## src/rtl/lsu_bus_pkg.sv

```systemverilog
// Shared definitions for the load/store bus initiator.
//   - request size codes (byte/half/word; code 3 is illegal)
//   - FSM state encoding
//   - be_mask:    byte-lane enable mask for a size and address offset
//   - misaligned: true when a request cannot be issued as one bus word access
package lsu_bus_pkg;

  localparam logic [1:0] SZ_BYTE = 2'd0;
  localparam logic [1:0] SZ_HALF = 2'd1;
  localparam logic [1:0] SZ_WORD = 2'd2;

  typedef enum logic [2:0] {
    IDLE    = 3'd0,
    WR      = 3'd1,
    RD      = 3'd2,
    RD_WAIT = 3'd3,
    RESP    = 3'd4
  } state_t;

  function automatic logic [3:0] be_mask(input logic [1:0] size, input logic [1:0] off);
    logic [3:0] be;
    case (size)
      SZ_BYTE: be = 4'b0001 << off;
      SZ_HALF: be = 4'b0011 << off;
      default: be = 4'b1111;
    endcase
    return be;
  endfunction

  function automatic logic misaligned(input logic [1:0] size, input logic [1:0] off);
    logic bad;
    case (size)
      SZ_BYTE: bad = 1'b0;
      SZ_HALF: bad = off[0];
      SZ_WORD: bad = (off != 2'b00);
      default: bad = 1'b1;
    endcase
    return bad;
  endfunction

endpackage

```

## src/rtl/lsu_bus_master_lsu_lane_align.sv

```systemverilog
// Combinational byte-lane steering for the load/store bus initiator.
// Ports:
//   wr_size, wdata     -> wdata_rep : store data replicated onto every lane
//   rd_size, rd_off,
//   rd_signed, rdata   -> rdata_ext : load data shifted down, masked, extended
module lsu_lane_align
  import lsu_bus_pkg::*;
(
  input  logic [1:0]  wr_size,
  input  logic [31:0] wdata,
  input  logic [1:0]  rd_size,
  input  logic [1:0]  rd_off,
  input  logic        rd_signed,
  input  logic [31:0] rdata,
  output logic [31:0] wdata_rep,
  output logic [31:0] rdata_ext
);

  logic [31:0] rd_shift;

  always_comb begin
    case (wr_size)
      SZ_BYTE: wdata_rep = {4{wdata[7:0]}};
      SZ_HALF: wdata_rep = {2{wdata[15:0]}};
      default: wdata_rep = wdata;
    endcase
  end

  assign rd_shift = rdata >> {rd_off, 3'b000};

  always_comb begin
    case (rd_size)
      SZ_BYTE: rdata_ext = {{24{rd_signed & rd_shift[7]}}, rd_shift[7:0]};
      SZ_HALF: rdata_ext = {{16{rd_signed & rd_shift[15]}}, rd_shift[15:0]};
      default: rdata_ext = rd_shift;
    endcase
  end

endmodule

```

## src/rtl/lsu_bus_master.sv

```systemverilog
// Load/store bus initiator: turns one CPU byte/half/word request at a time
// into a word-aligned, byte-enabled Avalon-MM style read or write.
// Ports:
//   clock, resetn                 clock, async active-low reset
//   req_*                         CPU request (valid/ready handshake)
//   rsp_valid/rsp_rdata/rsp_err   one-cycle completion with load data or error
//   avm_*                         bus command outputs and slave responses
module lsu_bus_master
  import lsu_bus_pkg::*;
#(
  parameter int ADDR_W = 32
) (
  input  logic              clock,
  input  logic              resetn,
  input  logic              req_valid,
  output logic              req_ready,
  input  logic              req_write,
  input  logic [ADDR_W-1:0] req_addr,
  input  logic [1:0]        req_size,
  input  logic              req_signed,
  input  logic [31:0]       req_wdata,
  output logic              rsp_valid,
  output logic [31:0]       rsp_rdata,
  output logic              rsp_err,
  output logic [ADDR_W-1:0] avm_address,
  output logic [3:0]        avm_byteenable,
  output logic [31:0]       avm_writedata,
  output logic              avm_write,
  output logic              avm_read,
  input  logic              avm_waitrequest,
  input  logic [31:0]       avm_readdata,
  input  logic              avm_readdatavalid
);

  // state   | meaning
  // IDLE    | ready for a new request
  // WR      | write command on the bus, held while waitrequest
  // RD      | read command on the bus, held while waitrequest
  // RD_WAIT | read accepted, waiting for readdatavalid
  // RESP    | rsp_valid pulse, then back to IDLE

  state_t      state, state_d;
  logic [1:0]  off_q, size_q;
  logic        signed_q;
  logic        accept, bad, capture;
  logic [31:0] wdata_rep, rdata_ext;

  assign req_ready = resetn && (state == IDLE);
  assign accept    = req_valid && req_ready;
  assign bad       = misaligned(req_size, req_addr[1:0]);
  assign capture   = avm_readdatavalid &&
                     ((state == RD && !avm_waitrequest) || state == RD_WAIT);

  lsu_lane_align u_align (
    .wr_size   (req_size),
    .wdata     (req_wdata),
    .rd_size   (size_q),
    .rd_off    (off_q),
    .rd_signed (signed_q),
    .rdata     (avm_readdata),
    .wdata_rep (wdata_rep),
    .rdata_ext (rdata_ext)
  );

  always_ff @(posedge clock or negedge resetn) begin
    if (!resetn) state <= IDLE;
    else         state <= state_d;
  end

  always_comb begin
    state_d = state;
    case (state)
      IDLE:    if (accept) state_d = bad ? RESP : (req_write ? WR : RD);
      WR:      if (!avm_waitrequest) state_d = RESP;
      RD:      if (!avm_waitrequest) state_d = avm_readdatavalid ? RESP : RD_WAIT;
      RD_WAIT: if (avm_readdatavalid) state_d = RESP;
      RESP:    state_d = IDLE;
      default: state_d = IDLE;
    endcase
  end

  // Only the IDLE accept loads bus fields; they then hold until the next
  // accept. Response data/err update only on the way into RESP.
  always_ff @(posedge clock or negedge resetn) begin
    if (!resetn) begin
      off_q          <= '0;
      size_q         <= '0;
      signed_q       <= 1'b0;
      avm_address    <= '0;
      avm_byteenable <= '0;
      avm_writedata  <= '0;
      avm_write      <= 1'b0;
      avm_read       <= 1'b0;
      rsp_valid      <= 1'b0;
      rsp_rdata      <= '0;
      rsp_err        <= 1'b0;
    end else begin
      rsp_valid <= (state_d == RESP);
      case (state)
        IDLE: if (accept) begin
          off_q    <= req_addr[1:0];
          size_q   <= req_size;
          signed_q <= req_signed;
          if (bad) begin
            rsp_err   <= 1'b1;
            rsp_rdata <= '0;
          end else begin
            avm_address    <= {req_addr[ADDR_W-1:2], 2'b00};
            avm_byteenable <= be_mask(req_size, req_addr[1:0]);
            avm_writedata  <= wdata_rep;
            avm_write      <= req_write;
            avm_read       <= !req_write;
          end
        end
        WR: if (!avm_waitrequest) begin
          avm_write <= 1'b0;
          rsp_err   <= 1'b0;
          rsp_rdata <= '0;
        end
        RD: if (!avm_waitrequest) avm_read <= 1'b0;
        default: ;
      endcase
      if (capture) begin
        rsp_rdata <= rdata_ext;
        rsp_err   <= 1'b0;
      end
    end
  end

endmodule
```

## config.mk

```make
export PLATFORM = sky130hd
export DESIGN_NAME = lsu_bus_master
export DESIGN_NICKNAME = d
export VERILOG_FILES = /design/src/rtl/lsu_bus_pkg.sv /design/src/rtl/lsu_bus_master_lsu_lane_align.sv /design/src/rtl/lsu_bus_master.sv
export SDC_FILE = /design/constraint.sdc
export NUM_CORES = 1
export LEC_CHECK = 0
export CAP_MARGIN = 0
export CORE_ASPECT_RATIO = 1.4
export CORE_MARGIN = 1
export CORE_UTILIZATION = 44
export DETAILED_ROUTE_END_ITERATION = 10
export GPL_ROUTABILITY_DRIVEN = 1
export HOLD_SLACK_MARGIN = 0.06
export PLACE_DENSITY_LB_ADDON = 0.15
export RECOVER_POWER = 25
export SETUP_SLACK_MARGIN = 0.1
export SLEW_MARGIN = 10
export SYNTH_ARGS = -nofsm -noshare
export SYNTH_HDL_FRONTEND = slang
export SYNTH_HIERARCHICAL = 1
export SYNTH_SLANG_ARGS = --single-unit
```

## constraint.sdc

```tcl
create_clock -name clock -period 2.4 [get_ports clock]
set_input_delay 0.48 -clock clock [delete_from_list [all_inputs] [get_ports clock]]
set_output_delay 0.48 -clock clock [all_outputs]
set_load 0.02 [all_outputs]
```

# Yosys cells after proc, flatten, opt, wreduce, memory -nomap -nowiden
# Cells that the tools add are included.
# classes
n_bitwise	3
n_eq_ne	14
muxes	28
shift	3
reduce_logical	19
# op_table
cell	count
case mux 32 bit (2 select lines)	3
2-to-1 mux 32 bit	4
right shift 32 x 5 -> 32 bit	1
2-to-1 mux 3 bit	6
case mux 3 bit (4 select lines)	1
AND reduction 4 bit	3
inequality test 3 bit, second input constant	3
2-to-1 mux 1 bit	8
inequality test 2 bit, second input constant	4
case mux 4 bit (2 select lines)	1
== test 3 x 2 -> 1 bit, second input constant	2
case mux 1 bit (2 select lines)	3
nonzero test 2 bit	3
== test 2 x 1 -> 1 bit, second input constant	2
logical AND 1 bit	4
logical NOT 2 bit	2
<< shifter 1 x 2 -> 4 bit, first input constant	1
<< shifter 2 x 2 -> 4 bit, first input constant	1
== test 3 x 1 -> 1 bit, second input constant	1
== test 3 bit, second input constant	1
logical NOT 3 bit	1
case mux 1 bit (3 select lines)	1
AND reduction 3 bit	1
nonzero test 3 bit	1
other kinds (7)	9
# word_totals
in_bits	105
reg_bits	110
out_inout_bits	105
elab_cells	79

# Logic depth before layout (Yosys ltp)
# depth
ltp_word	6
depth_mapped	7
ltp_nobuf	4

# Hierarchy
# Netlist, hierarchy kept.
# modules_own_cells
module	seq_area_each_um2	cells_each	instances	area_per_inst_um2
lsu_bus_master	2752.6	277	1	4262.8
lsu_lane_align	0.0	159	1	1222.4

# Least setup slack after synthesis
# OpenSTA, ideal clock, no wires.
# synth_timing
path_type	flip-flop to flip-flop
startpoint	reg state[2]
endpoint	reg rsp_rdata[21]
t_required_ps	2279
stages_incl_launch_ff	7
arrival_time_ps	1780
n_path_buf	2
setup_ps	121
setup_slack_ps	499
path_cell_list	dfrtp_1 buf_6 nor4b_4 and2_2 a22oi_4 buf_6 a22o_1
# synth_rtl
item	line_no	text
from (decl)	lsu_bus_master.sv:42	state_t state, state_d;
from (signal assigned)	lsu_bus_master.sv:67	else state <= state_d;
logical NOT 3 bit	lsu_bus_master.sv:48	assign req_ready = resetn && (state == IDLE);
logical AND 1 bit	lsu_bus_master.sv:48	
via req_ready	lsu_bus_master.sv:16	output logic req_ready,
logical AND 1 bit	lsu_bus_master.sv:49	assign accept = req_valid && req_ready;
inequality test 3 bit (no source line)	n/a	
AND reduction 4 bit (no source line)	n/a	
to (signal assigned)	lsu_bus_master.sv:124	rsp_rdata <= rdata_ext;
to (decl)	lsu_bus_master.sv:23	output logic [31:0] rsp_rdata,
# The timed path passes the listed nets, and every way through them passes these cells.
# A chain may end at the register's enable or synchronous reset.

# Worst setup path in the final report
# layout_timing
startpoint	in req_size[0]
endpoint	reg avm_address[4]
# layout_between
elab_chain_cells	4
# layout_lines
item	line_no	text
from (decl)	lsu_bus_master.sv:19	input logic [1:0] req_size,
== test 2 bit (tied with other cells)	lsu_bus_pkg.sv:32	case (size)
case mux 1 bit (3 select lines) (*)	lsu_bus_pkg.sv:32	
NOT 1 bit (no source line) (*)	n/a	
AND reduction 3 bit (no source line) (*)	n/a	
to (signal assigned)	lsu_bus_master.sv:108	avm_address <= {req_addr[ADDR_W-1:2], 2'b00};
to (decl)	lsu_bus_master.sv:25	output logic [ADDR_W-1:0] avm_address,
# Every way passes the cells marked *; elsewhere a longest branch is shown, timed or not.

==> flow_summary.ini <==
[global_routing]
grt_antenna_before_repair = 0
gr-total-overflow = 0
grt_max_degree = 73
gr-usage-all-layers = 0.230
grt_pass1_wl_microns = 22700
grt_pass1_vias = 4477

[synth]
synthArstFlopShare = 1.00
synth_warnings = 6
ys_ff_latch = 110
synth_area_sq_mm = 0.00549
ys_top_cells_by_count = 110 x dfrtp_1, 82 x mux2_2, 33 x a22o_1, 24 x mux2i_1, 20 x nand2_1
netlist_instances = 436
yosysMostFrequentCell = dfrtp_1
ys_types = 46
synthDominantCellAreaShare = 0.502
synth_area_per_cell_sq_um = 12.6
yosys.area.top_type = dfrtp_1
ys_seq_area_frac = 0.502
synthTopCellsByArea = dfrtp_1 50%, mux2_2 17%, a22o_1 5.3%, mux2i_1 4.4%, buf_6 3.3%
synth_edf_count = 0
synth_ff_type = dfrtp_1

[detailed_routing]
drtIter0Drc = 150
vias = 4300
wl_per_cell_microns = 18.4
wirelength_microns = 14500
drc = 0
drt_pass1_iterations = 4
viasPerCell = 5.46
drtAntennaViolNets = 0

[sta]
min_period_ns = 2.11
rsz0062_at_grt = false
setup_viol = 0
tns_ns = 0
finClkSkew_ns = 0.00559
max_freq_mhz = 473
maxSlewHeadroom = 0.348
worst_pin_slew_ns = 0.978
timing.hold.ws_ns = 0.380
finalHoldViolations = 0
post-route-period-util = 0.880
slew_viol_final = 0

[cts]
cts_tree = done
cts_setup_buffers = 0
cts_htree_levels = 3
clockBufferDepth = 2
clk_pin_slew_ns = 0.07
clkLatencyLatePin_ns = 0.34
cts-resized-gates = 1
clock-sinks = 110
numCtsBuffers = 9
cts.root.buffer_cell = clkbuf_16
cts-hold-fix-buffers = 0

[floorplan]
die_h_microns = 134
start_util = 0.457
rows = 47
die_area_sq_mm = 0.0129
io_pins = 210
die_x_microns = 96.4
core_area_sq_mm = 0.0120

[setup_path]
required_ns = 2.62
arrival_ns = 2.34
crit_path_start_kind = input pin
cp_max_fo = 37
end_kind = flip-flop
worstSetupPathType = in2reg

[finish]
area_growth_pct = 44.7
antenna_cells = 0
drive_gt1_frac = 0.214
layout.nets = 741
fill_cells = 968

[power_and_ir_drop]
p_clk_frac = 0.173
ir_worst_vdd_mv = 0.661
comb_power_share = 0.495
switching_share = 0.364
leakage_nw = 3.39
power.internal_mw = 5.68
power_density_mw_per_mm2 = 1130
p_seq_frac = 0.332
p_sw_mw = 3.26

[place]
numPortBuffers = 207
dp_hpwl_microns = 10600
gp_congestion = 0.846

[worst_hold_path]
hp-class = in2async

[flow_run]
cap_viol_max_count = 0

[outcome]
status = complete, no violations
==> logic make-up (layout without fill, tap and decap cells) <==
group / Yosys count / count (layout) / synth area share
AO/OA/AOI/OAI: 107 / 107 / 0.152
other: 1 / 2 / 0.000684
flip-flops: 110 / 110 / 0.502
buffers and inverters: 44 / 248 / 0.0600
AND/OR/NAND/NOR: 64 / 64 / 0.0650
multiplexers: 108 / 108 / 0.217
XOR/XNOR: 2 / 2 / 0.00319
==> worst max-delay path, stage by stage <==
cell	delay [ns]
dlygate4sd3_1	0.58
nor3_1	0.47
o211ai_4	0.24
buf_12	0.23
mux2_2	0.30
==> per-stage QoR <==
step | std cells | utilization | total power, mW | setup slack [ns] | instance area, sq um
finish | 788 | 0.662 | 8.94 | 0.287 | 7940
global route | 788 | 0.662 | 9.42 | 0.177 | 7940
CTS | 788 | 0.662 | 9.03 | 0.354 | 7950
detailed placement | 772 | 0.637 | 7.44 | 0.0564 | 7640
global placement | 772 | 0.637 | 7.35 | 0.174 | 7640
floorplan | 437 | - | 5.50 | 0.499 | 5490
==> layout by cell type, fill, tap and decap left out, drive strengths merged, types with 2 or more instances in the layout <==
cell	netlist	final
a22o	33	33
o2bb2ai	8	8
nand2	21	21
mux2i	25	25
nor2	7	7
o221ai	2	2
mux2	83	83
and2	2	2
nor2b	11	11
dfrtp	110	110
buf	34	19
nand2b	4	4
a21boi	7	7
o21ai	17	17
nor3	2	2
conb	1	2
a211oi	7	7
o32ai	2	2
or4	2	2
inv	5	5
o311ai	3	3
a21oi	16	16
o22ai	9	9
nand3	3	3
clkinv	0	2
clkbuf	5	14
clkdlybuf4s50	0	204
or2	8	8
==> metal layers <==
metal  track usage  up-vias  routed length, microns
met5             0        -                       0
met4        0.0874        0                     433
met3        0.0680       23                    1200
met2         0.405      179                    7530
met1         0.257     2096                    5300
li1              -     2002                       -
==> power by group through the flow <==
stage	Clock [mW]	Combinational, mW	Sequential [mW]
floorplan	0	1.75	3.75
global placement	0	4.39	2.96
detailed placement	0	4.45	3.00
CTS	1.59	4.47	2.97
global route	1.66	4.71	3.05
finish	1.55	4.43	2.96
==> layout make-up <==
| cell class | count | area [sq um] | share of cell area |
|---|---|---|---|
| Inverter | 5 | 18.8 | 0.00236 |
| Timing Repair Buffer | 227 | 2260 | 0.285 |
| Clock inverter | 4 | 55.1 | 0.00693 |
| Tap cell | 147 | 184 | 0.0232 |
| Multi-Input combinational cell | 283 | 2410 | 0.304 |
| Sequential cell | 110 | 2750 | 0.347 |
| Clock buffer | 12 | 256 | 0.0323 |
==> flip-flops by register name (all words and copies together), names as in the netlist <==
signal	count
avm_writedata	32
rsp_rdata	32
avm_address	30
avm_byteenable	4
state	3
off_q	2
size_q	2
avm_read	1
avm_write	1
rsp_err	1
rsp_valid	1
signed_q	1
==> final timing paths <==
kind / startpoint / to / slack, ns / cells after the start
max: req_size[0] / avm_address[4] / 0.29 / 5
max reg2reg: state[2] / avm_byteenable[1] / 0.37 / 5
min in group clock: avm_writedata[20] / avm_writedata[20] / 0.51 / 1
min reg2reg: avm_writedata[20] / avm_writedata[20] / 0.51 / 1
min: resetn / rsp_rdata[21] / 0.38 / 2
max in group asynchronous: resetn / avm_byteenable[3] / 0.53 / 3
(Power assumes the default switching activity.)
